[src/rtl/prescaler.sv]
// rtl/prescaler.sv - divides clk into a registered 50% duty square wave toggling every HALF_PERIOD cycles
module prescaler #(
  parameter int HALF_PERIOD = 50000,
  parameter int CNT_W       = (HALF_PERIOD > 1) ? $clog2(HALF_PERIOD) : 1
) (
  input  logic clk,
  input  logic rst,
  output logic clk_out
);

  if (HALF_PERIOD < 1) begin : g_bad_half_period
    $error("prescaler: HALF_PERIOD must be at least 1");
  end

  localparam logic [CNT_W-1:0] LAST = CNT_W'(HALF_PERIOD - 1);

  logic [CNT_W-1:0] cnt;

  // Terminal count reloads to zero, so cnt never walks past HALF_PERIOD-1.
  always_ff @(posedge clk) begin
    if (rst) begin
      cnt     <= '0;
      clk_out <= 1'b0;
    end else if (cnt == LAST) begin
      cnt     <= '0;
      clk_out <= ~clk_out;
    end else begin
      cnt     <= cnt + 1'b1;
    end
  end

endmodule

[config.mk]
export PLATFORM = sky130hd
export DESIGN_NAME = prescaler
export DESIGN_NICKNAME = d
export VERILOG_FILES = /design/src/rtl/prescaler.sv
export SDC_FILE = /design/constraint.sdc
export NUM_CORES = 1
export LEC_CHECK = 0
export ABC_AREA = 1
export CAP_MARGIN = 20
export CORE_AREA = 2 2 52 58
export CTS_CLUSTER_DIAMETER = 50
export DETAILED_ROUTE_END_ITERATION = 10
export DIE_AREA = 0 0 54 60
export PLACE_DENSITY = 0.59
export SLEW_MARGIN = 10
export SYNTH_ARGS = -nofsm -noshare
export SYNTH_HDL_FRONTEND = slang
export SYNTH_SLANG_ARGS = --single-unit
[constraint.sdc]
create_clock -name clk -period 2.3 [get_ports clk]
set_input_delay 0.46 -clock clk [delete_from_list [all_inputs] [get_ports clk]]
set_output_delay 0.46 -clock clk [all_outputs]
set_load 0.01 [all_outputs]
-- Word level (Yosys, flattened, before mapping)
Index checks and enable logic that the tools add are counted.
- equal/unequal tests: 1
- bitwise operators: 1
- add/subtract/negate cells: 1
- reduce and logical (&&, ||, !) cells: 1
- operators by type and width (cell ; count):
    16-bit by 1-bit adder with 16-bit output (second input constant) ; 1
    16-bit == test (second input constant) ; 1
    2-bit OR reduction ; 1
    1-bit NOT ; 1
- register bits after elaboration: 17
- output and inout bits: 1
- logic and storage cells: 6
- input bits: 2

-- Depth between registers and ports, before layout
Gate-level depths: netlist of run 1.
- depth after elaboration: 2
- gate-level depth with buffers: 7
- mapped depth without buffers: 7

-- Least setup slack after synthesis of run 1
OpenSTA, ideal clock, no wires.
- path type: flip-flop to flip-flop
- start point: register cnt[0]
- end point: register cnt[8]
- required time: 2.186 ns
- path slack: 1.029 ns
- path buffers: 1
- period minus slack after synthesis: 1.271 ns
- arrival time: 1.157 ns
- stages on the path, launching flop included: 8
- library setup time: 0.114 ns
- cell sequence: dfxtp_1 ha_1 nand3_2 nor3_2 nand2_1 nand2_4 buf_6 nor2_1
- cells in the longest elaborated chain, start to end: 2
- elaborated cells between the ends (all ways): 3
- those cells by class: 1 x add/sub; 1 x eq/ne; 1 x reduce/logical
- RTL lines (what ; line ; source):
    start, declared ; 17 ; logic [CNT_W-1:0] cnt;
    start signal, assigned ; 28 ; cnt <= cnt + 1'b1;
    parallel branches: the longest is 2 deep, another holds 16-bit by 1-bit adder with 16-bit output ; - ;
Several ways; the timed one is not identified.
A chain may end at the register's enable or synchronous reset.

-- Worst setup path in the final report of run 1
- start point: register clk_out
- end point: output port clk_out
- RTL lines (what ; line ; source):
    start, declared ; 8 ; output logic clk_out
    start signal, assigned ; 26 ; clk_out <= ~clk_out;
No word-level cell between the ends.

==> load_flow_metrics.sql, run 1 <==
INSERT INTO impl_metrics (metric_group, metric, value, unit) VALUES
('run_status', 'outcome', 'completed', ''),
('final_layout', 'multi_input_area', '470', 'um2'),
('pwr', 'pwr-share-clk', '33.1', '%'),
('setup_path', 'worst_ep_required_time', '1840', 'ps'),
('timing', 'hold-worst-slack', '481', 'ps'),
('synthesis', 'synth.distinct_cells', '20', ''),
('synthesis', 'syn-instance-count', '133', ''),
('synthesis', 'synth.mux.area_fraction', '0', '%'),
('setup_path', 'worst-r2r-setup-slack', '940', 'ps'),
('floorplanning', 'die_h', '60', 'um'),
('clock_tree', 'clkTransAtPathRegs', '100', 'ps'),
('clock_tree', 'cts_made_buffers', '3', ''),
('pwr', 'p_seq_share', '63.4', '%'),
('detailed_routing', 'totalWireLength', '1810', 'um'),
('synthesis', 'synth_simple_gate_area_share', '40.6', '%'),
('floorplanning', 'initial_utilization', '32.9', '%'),
('floorplanning', 'floorplan.rows', '20', ''),
('floorplanning', 'fp.dieW', '54', 'um'),
('pwr', 'p_per_area', '494', 'nW/um2'),
('synthesis', 'post_synth_xor_area_fraction', '4.92', '%'),
('setup_path', 'endpoint_type_of_the_worst_setup_path', 'output pin', ''),
('synthesis', 'dominant_combinational_cell_family_by_area_after_synthesis', 'simple AND/OR/NAND/NOR gates', ''),
('synthesis', 'sequential_share_of_the_synthesized_area', '38.3', '%'),
('synthesis', 'yosysTopAreaCellShare', '38.3', '%'),
('clock_tree', 'cts.htree.levels', '1', ''),
('clock_tree', 'cts_num_sinks', '17', ''),
('timing', 'hold_violations', '0', ''),
('setup_path', 'crit_arrival', '1190', 'ps'),
('floorplanning', 'num_io_pins', '3', ''),
('hold_path', 'timing.hold.worst.class', 'reg -> reg', ''),
('setup_path', 'cp_max_fo', '3', ''),
('global_route', 'grt_overflow', '0', ''),
('global_route', 'globalRouteTotalUtil', '13.3', '%'),
('setup_path', 'worst_path_largest_cell_delay', '540', 'ps'),
('placed_design', 'number_of_buffer_cells_added_on_primary_ports', '2', ''),
('final_layout', 'layout.filler_cells', '307', ''),
('synthesis', 'synth-adder-area-share', '1.41', '%'),
('final_layout', 'final-seq-area', '340', 'um2'),
('detailed_routing', 'drt_drc_violations_left', '0', ''),
('final_layout', 'most-common-layout-cells', 'sky130_fd_sc_hd__nand2_1 (29), sky130_fd_sc_hd__nor2_1 (28), sky130_fd_sc_hd__inv_1 (18)', ''),
('synthesis', 'post_synth.cell_area_avg', '6.69', 'um2'),
('final_layout', 'syn_to_final_growth', '8.72', '%'),
('synthesis', 'synth_top_cells_by_area', 'sky130_fd_sc_hd__dfxtp_1 (38%), sky130_fd_sc_hd__nand2_1 (12%), sky130_fd_sc_hd__nor2_1 (12%)', ''),
('timing', 'relSlewSlack', '75.8', '%'),
('clock_tree', 'clock-root-buffer', 'sky130_fd_sc_hd__clkbuf_4', ''),
('placed_design', 'pre_cts_slack', '929', 'ps'),
('final_layout', 'layout-drive-gt1-share', '7.25', '%'),
('global_route', 'first_global_vias', '776', ''),
('timing', 'setup_violations', '0', ''),
('timing', 'final.setup_skew', '9.74', 'ps'),
('placed_design', 'hpwl', '1390', 'um'),
('timing', 'timing.final.crit_share', '71.9', '%'),
('clock_tree', 'cts_resized', '0', ''),
('floorplanning', 'core', '2700', 'um2'),
('synthesis', 'mappedNetlistArea', '890', 'um2'),
('setup_path', 'crit_path_category', 'reg -> out', ''),
('detailed_routing', 'drt_first_pass_iters', '4', ''),
('clock_tree', 'insertion_delay', '290', 'ps'),
('pwr', 'p_leak', '0.347', 'nW'),
('detailed_routing', 'route.detailed.vias_per_inst', '4.81', ''),
('floorplanning', 'die_area', '3240', 'um2'),
('timing', 'timing.final.max_slew_violations', '0', ''),
('pwr', 'power.share.switching', '22.5', '%'),
('pwr', 'internal_power', '0.000370', 'W'),
('synthesis', 'synth_compound_gate_area_share', '5.91', '%'),
('clock_tree', 'cts_hold_buffers', '0', ''),
('setup_path', 'worst_r2r_path_depth', '6', ''),
('final_layout', 'final_common_cell', 'sky130_fd_sc_hd__nand2_1', ''),
('timing', 'timing_worst_slew_pin_value', '362', 'ps'),
('synthesis', 'synth.ff_latch_count', '17', ''),
('hold_path', 'worstHoldPathCells', '1', '');
[routing by layer]
layer,track usage [%],wire (um),up-vias
met2,24.2,924,13
li1,-,-,426
met1,15.1,816,382
met5,0,0,-
met4,6.43,21,0
met3,1.50,53,2
[cells by family (layout without fill, tap and decap cells)]
family          count (synthesis)  after routing
simple gates                   81             81
buf+inv                        19             24
flops                          17             17
compound gates                 10             10
xor+xnor                        5              5
fa+ha+maj                       1              1
[metrics by stage]
stage	util [%]	power, W	std cells	area (um2)
global placement	34.8	0.000327	167	940
CTS	35.8	0.000482	171	967
global route	35.8	0.000500	171	967
floorplan	-	0.000324	133	890
finish	35.8	0.000478	171	967
detailed placement	34.8	0.000327	167	940
[power by group through the flow]
stage	Combinational [W]	Sequential [W]	Clock, W
after floorplan	0.0000145	0.000309	0
after global placement	0.0000168	0.000310	0
after detailed placement	0.0000170	0.000310	0
after CTS	0.0000171	0.000303	0.000162
after global routing	0.0000189	0.000304	0.000177
final	0.0000169	0.000303	0.000158
[flip-flops by register name, summed over array words and instances (netlist names)]
signal and cells:
clk_out 1, cnt 16
[cells in the mapped netlist]
master,count
sky130_fd_sc_hd__nand4_1,5
sky130_fd_sc_hd__o21bai_1,1
sky130_fd_sc_hd__ha_1,1
sky130_fd_sc_hd__xnor2_1,2
sky130_fd_sc_hd__or2_0,1
sky130_fd_sc_hd__a21oi_1,8
sky130_fd_sc_hd__dfxtp_1,17
sky130_fd_sc_hd__buf_6,1
sky130_fd_sc_hd__nand2_2,1
sky130_fd_sc_hd__nor3_2,1
sky130_fd_sc_hd__nor2_1,28
sky130_fd_sc_hd__inv_1,18
sky130_fd_sc_hd__nand2_4,1
sky130_fd_sc_hd__nand3_1,12
sky130_fd_sc_hd__nand2_1,29
sky130_fd_sc_hd__or2_2,1
sky130_fd_sc_hd__nor2_2,1
sky130_fd_sc_hd__nand3_2,1
sky130_fd_sc_hd__o21ai_0,1
sky130_fd_sc_hd__xor2_1,3
[final timing paths]
| path | start | end |
|---|---|---|
| setup / recovery | clk_out | clk_out |
| hold reg to reg | cnt[0] | cnt[0] |
| hold / removal | cnt[0] | cnt[0] |
| setup reg to reg | cnt[0] | cnt[8] |
[area by class of cell]
cell class,instances,share of cell area [%]
Clock buffer,3,2.33
Clock inverter,1,0.517
Inverter,18,6.99
Multi-Input combinational cell,97,48.6
Sequential cell,17,35.2
Tap cell,33,4.27
Timing Repair Buffer,2,2.07
(Power assumes the default switching activity.)
==> run 2, diff against run 1 <==
--- a/config.mk
+++ b/config.mk
@@ -11,7 +11,7 @@
 export CTS_CLUSTER_DIAMETER = 50
 export DETAILED_ROUTE_END_ITERATION = 10
 export DIE_AREA = 0 0 54 60
-export PLACE_DENSITY = 0.59
+export PLACE_DENSITY = 0.61
 export SLEW_MARGIN = 10
 export SYNTH_ARGS = -nofsm -noshare
 export SYNTH_HDL_FRONTEND = slang
==> constraint.sdc (replaced) <==
create_clock -name clk -period 1.4 [get_ports clk]
set_input_delay 0.28 -clock clk [delete_from_list [all_inputs] [get_ports clk]]
set_output_delay 0.28 -clock clk [all_outputs]
set_load 0.01 [all_outputs]
==> run 2 against run 1 <==
Effect of this change: final cell count up 1.2%; die area unchanged; setup slack worse by 550 ps; utilization up 2.1 points; via count up 2.8%; register-to-register slack worse by 840 ps.
==> load_flow_metrics.sql, run 2 (synthesis gave the netlist of run 1 again) <==
INSERT INTO impl_metrics (metric_group, metric, value, unit) VALUES
('timing', 'hold_violations', '0', ''),
('timing', 'rsz_0062_raised_after_global_routing', 'no', ''),
('final_layout', 'antennaDiodeCount', '0', ''),
('detailed_routing', 'drt_first_pass_iters', '4', ''),
('setup_path', 'crit_path_cell_trace', 'ha_4, nand3_4, nor3_4, nand2_2, nand2_4, a21oi_1', ''),
('setup_path', 'cp.buffers_inverters', '0', ''),
('placed_design', 'gp_congestion', '0.832', ''),
('timing', 'final.setup_skew', '11.6', 'ps'),
('global_route', 'globalRouteTotalUtil', '13.0', '%'),
('placed_design', 'hpwl', '1290', 'um'),
('detailed_routing', 'drt_drc_violations_left', '0', ''),
('final_layout', 'registers.top_by_ff_count', 'cnt', ''),
('setup_path', 'slowest_stage', 'sky130_fd_sc_hd__dfxtp_1', ''),
('final_layout', 'final-seq-area', '342', 'um2'),
('setup_path', 'worst-path-stages', '6', ''),
('detailed_routing', 'totalWireLength', '1840', 'um'),
('setup_path', 'worst-r2r-setup-slack', '100', 'ps'),
('hold_path', 'worstHoldPathCells', '2', ''),
('final_layout', 'syn_to_final_growth', '15.0', '%'),
('setup_path', 'worst_ep_required_time', '1590', 'ps'),
('placed_design', 'number_of_buffer_cells_added_on_primary_ports', '2', ''),
('final_layout', 'largest_register_ffs', '16', ''),
('timing', 'timing.final.crit_share', '92.9', '%'),
('floorplanning', 'initial_utilization', '32.9', '%'),
('final_layout', 'multi_input_area', '520', 'um2'),
('floorplanning', 'core', '2700', 'um2'),
('setup_path', 'cp_max_fo', '8', ''),
('hold_path', 'hold_path_end', 'cnt[15]', ''),
('timing', 'period_minus_slack', '1300', 'ps'),
('timing', 'max_freq', '0.769', 'GHz'),
('setup_path', 'endpoint_type_of_the_worst_setup_path', 'flop', ''),
('timing', 'relSlewSlack', '82.7', '%'),
('job', 'timing.max_cap.violations', '0', ''),
('hold_path', 'timing.hold.worst.class', 'reg -> reg', ''),
('pwr', 'worst_ir_drop_vdd', '0.000316', 'V'),
('global_route', 'wire_length_of_the_first_global_routing_pass', '3020', 'um'),
('setup_path', 'worstReg2RegStart', 'cnt[0]', ''),
('floorplanning', 'floorplan.rows', '20', ''),
('detailed_routing', 'via_count', '846', ''),
('global_route', 'first_global_vias', '757', ''),
('detailed_routing', 'antenna_left', '0', ''),
('final_layout', 'layout.filler_cells', '288', ''),
('clock_tree', 'cts_num_sinks', '17', ''),
('detailed_routing', 'route.detailed.vias_per_inst', '4.89', ''),
('timing', 'timing_worst_slew_pin_value', '260', 'ps'),
('global_route', 'grt_antenna_before_repair', '0', ''),
('setup_path', 'worstSetupStartpointType', 'flop', ''),
('final_layout', 'largest_registers', 'cnt: 16 flops, clk_out: 1 flops', ''),
('floorplanning', 'die_area', '3240', 'um2'),
('timing', 'setup_violations', '0', ''),
('run_status', 'outcome', 'completed', ''),
('clock_tree', 'clkTransAtPathRegs', '100', 'ps'),
('pwr', 'p_per_area', '787', 'nW/um2'),
('final_layout', 'most-common-layout-cells', 'sky130_fd_sc_hd__nand2_1 (28), sky130_fd_sc_hd__nor2_1 (26), sky130_fd_sc_hd__inv_1 (17)', ''),
('timing', 'timing.final.max_slew_violations', '0', ''),
('global_route', 'grt_max_degree', '16', ''),
('pwr', 'p_leak', '0.374', 'nW'),
('hold_path', 'worst_hold_startpoint', 'cnt[15]', ''),
('detailed_routing', 'initialDrtViolationCount', '22', ''),
('clock_tree', 'cts_tree', 'yes', ''),
('clock_tree', 'cts.htree.levels', '1', ''),
('global_route', 'grt_overflow', '0', ''),
('final_layout', 'final_common_cell', 'sky130_fd_sc_hd__nand2_1', ''),
('clock_tree', 'cts_buffer_depth', '2', ''),
('floorplanning', 'fp.dieW', '54', 'um'),
('setup_path', 'crit_path_category', 'reg -> reg', ''),
('timing', 'tns', '0', 'ps'),
('clock_tree', 'insertion_delay', '300', 'ps'),
('final_layout', 'layout.nets', '144', ''),
('setup_path', 'worst_r2r_path_depth', '6', ''),
('setup_path', 'timing.rr.end', 'cnt[14]', ''),
('clock_tree', 'cts_made_buffers', '3', ''),
('setup_path', 'worst_path_largest_cell_delay', '390', 'ps'),
('setup_path', 'crit_arrival', '1490', 'ps'),
('final_layout', 'utilization', '37.9', '%'),
('detailed_routing', 'routed_wire_length_per_instance', '10.6', 'um'),
('clock_tree', 'clock-root-buffer', 'sky130_fd_sc_hd__clkbuf_4', ''),
('setup_path', 'timing.critical_path.max_delay_family', 'simple AND/OR/NAND/NOR gates', ''),
('final_layout', 'layout-drive-gt1-share', '12.9', '%'),
('floorplanning', 'die_h', '60', 'um'),
('floorplanning', 'num_io_pins', '3', '');
## run 2: worst reg2reg max path: cells and delay by family, from the launching register on
kind / cells / cell delay (ps)
and+or+nand+nor: 4 / 570
DFF: 1 / 390
adders and majority gates: 1 / 170
AOI/OAI and AO/OA: 1 / 60
## run 2: metal layers
layer	vias to the layer above	wire, um	global-route usage (%)
met2	19	892	22.3
met1	388	829	14.0
li1	435	-	-
met3	4	75	4.75
met5	-	0	0
met4	0	42	6.07
## run 2: how the worst max path moves through the flow
| stage | from | to | slack, ps |
|---|---|---|---|
| final | cnt[0] | cnt[14] | 100 |
| after global routing | cnt[6] | cnt[11] | 20 |
| after CTS | cnt[1] | cnt[14] | 70 |
| after detailed placement | cnt[1] | cnt[15] | 110 |
| after global placement | cnt[1] | cnt[14] | 140 |
| after floorplan | cnt[0] | cnt[8] | 130 |
## run 2: where the power goes
group / switching (W) / leakage [nW] / internal, W / total, W
combinational: 0.0000211 / 0.221 / 0.0000178 / 0.0000389
sequential: 0.0000110 / 0.138 / 0.000491 / 0.000502
clock: 0.000153 / 0.0150 / 0.000111 / 0.000264
total: 0.000185 / 0.374 / 0.000620 / 0.000805
## run 2: timing repair
item	4_1_cts	5_1_grt
hold buffers	0	0
gates resized for setup	1	11
endpoints found under the setup margin	1	16
setup buffers	0	0
pin swaps	0	3
gates cloned	0	1
## run 2: metrics by stage
step | hold slack (ps) | setup WS (ps) | std cells | area [um2] | total power (W)
final | 508 | 100 | 173 | 1020 | 0.000805
after global routing | 520 | 17.5 | 173 | 1020 | 0.000831
after CTS | 511 | 65.6 | 172 | 972 | 0.000809
after detailed placement | 490 | 114 | 168 | 947 | 0.000541
after global placement | 476 | 145 | 168 | 947 | 0.000539
after floorplan | 441 | 129 | 133 | 890 | 0.000532
## run 2: area by class of cell
class	instances	area share (%)
Clock buffer	4	2.57
Inverter	18	6.60
Multi-Input combinational cell	98	50.9
Sequential cell	17	33.4
Tap cell	33	4.03
Timing Repair Buffer	3	2.57
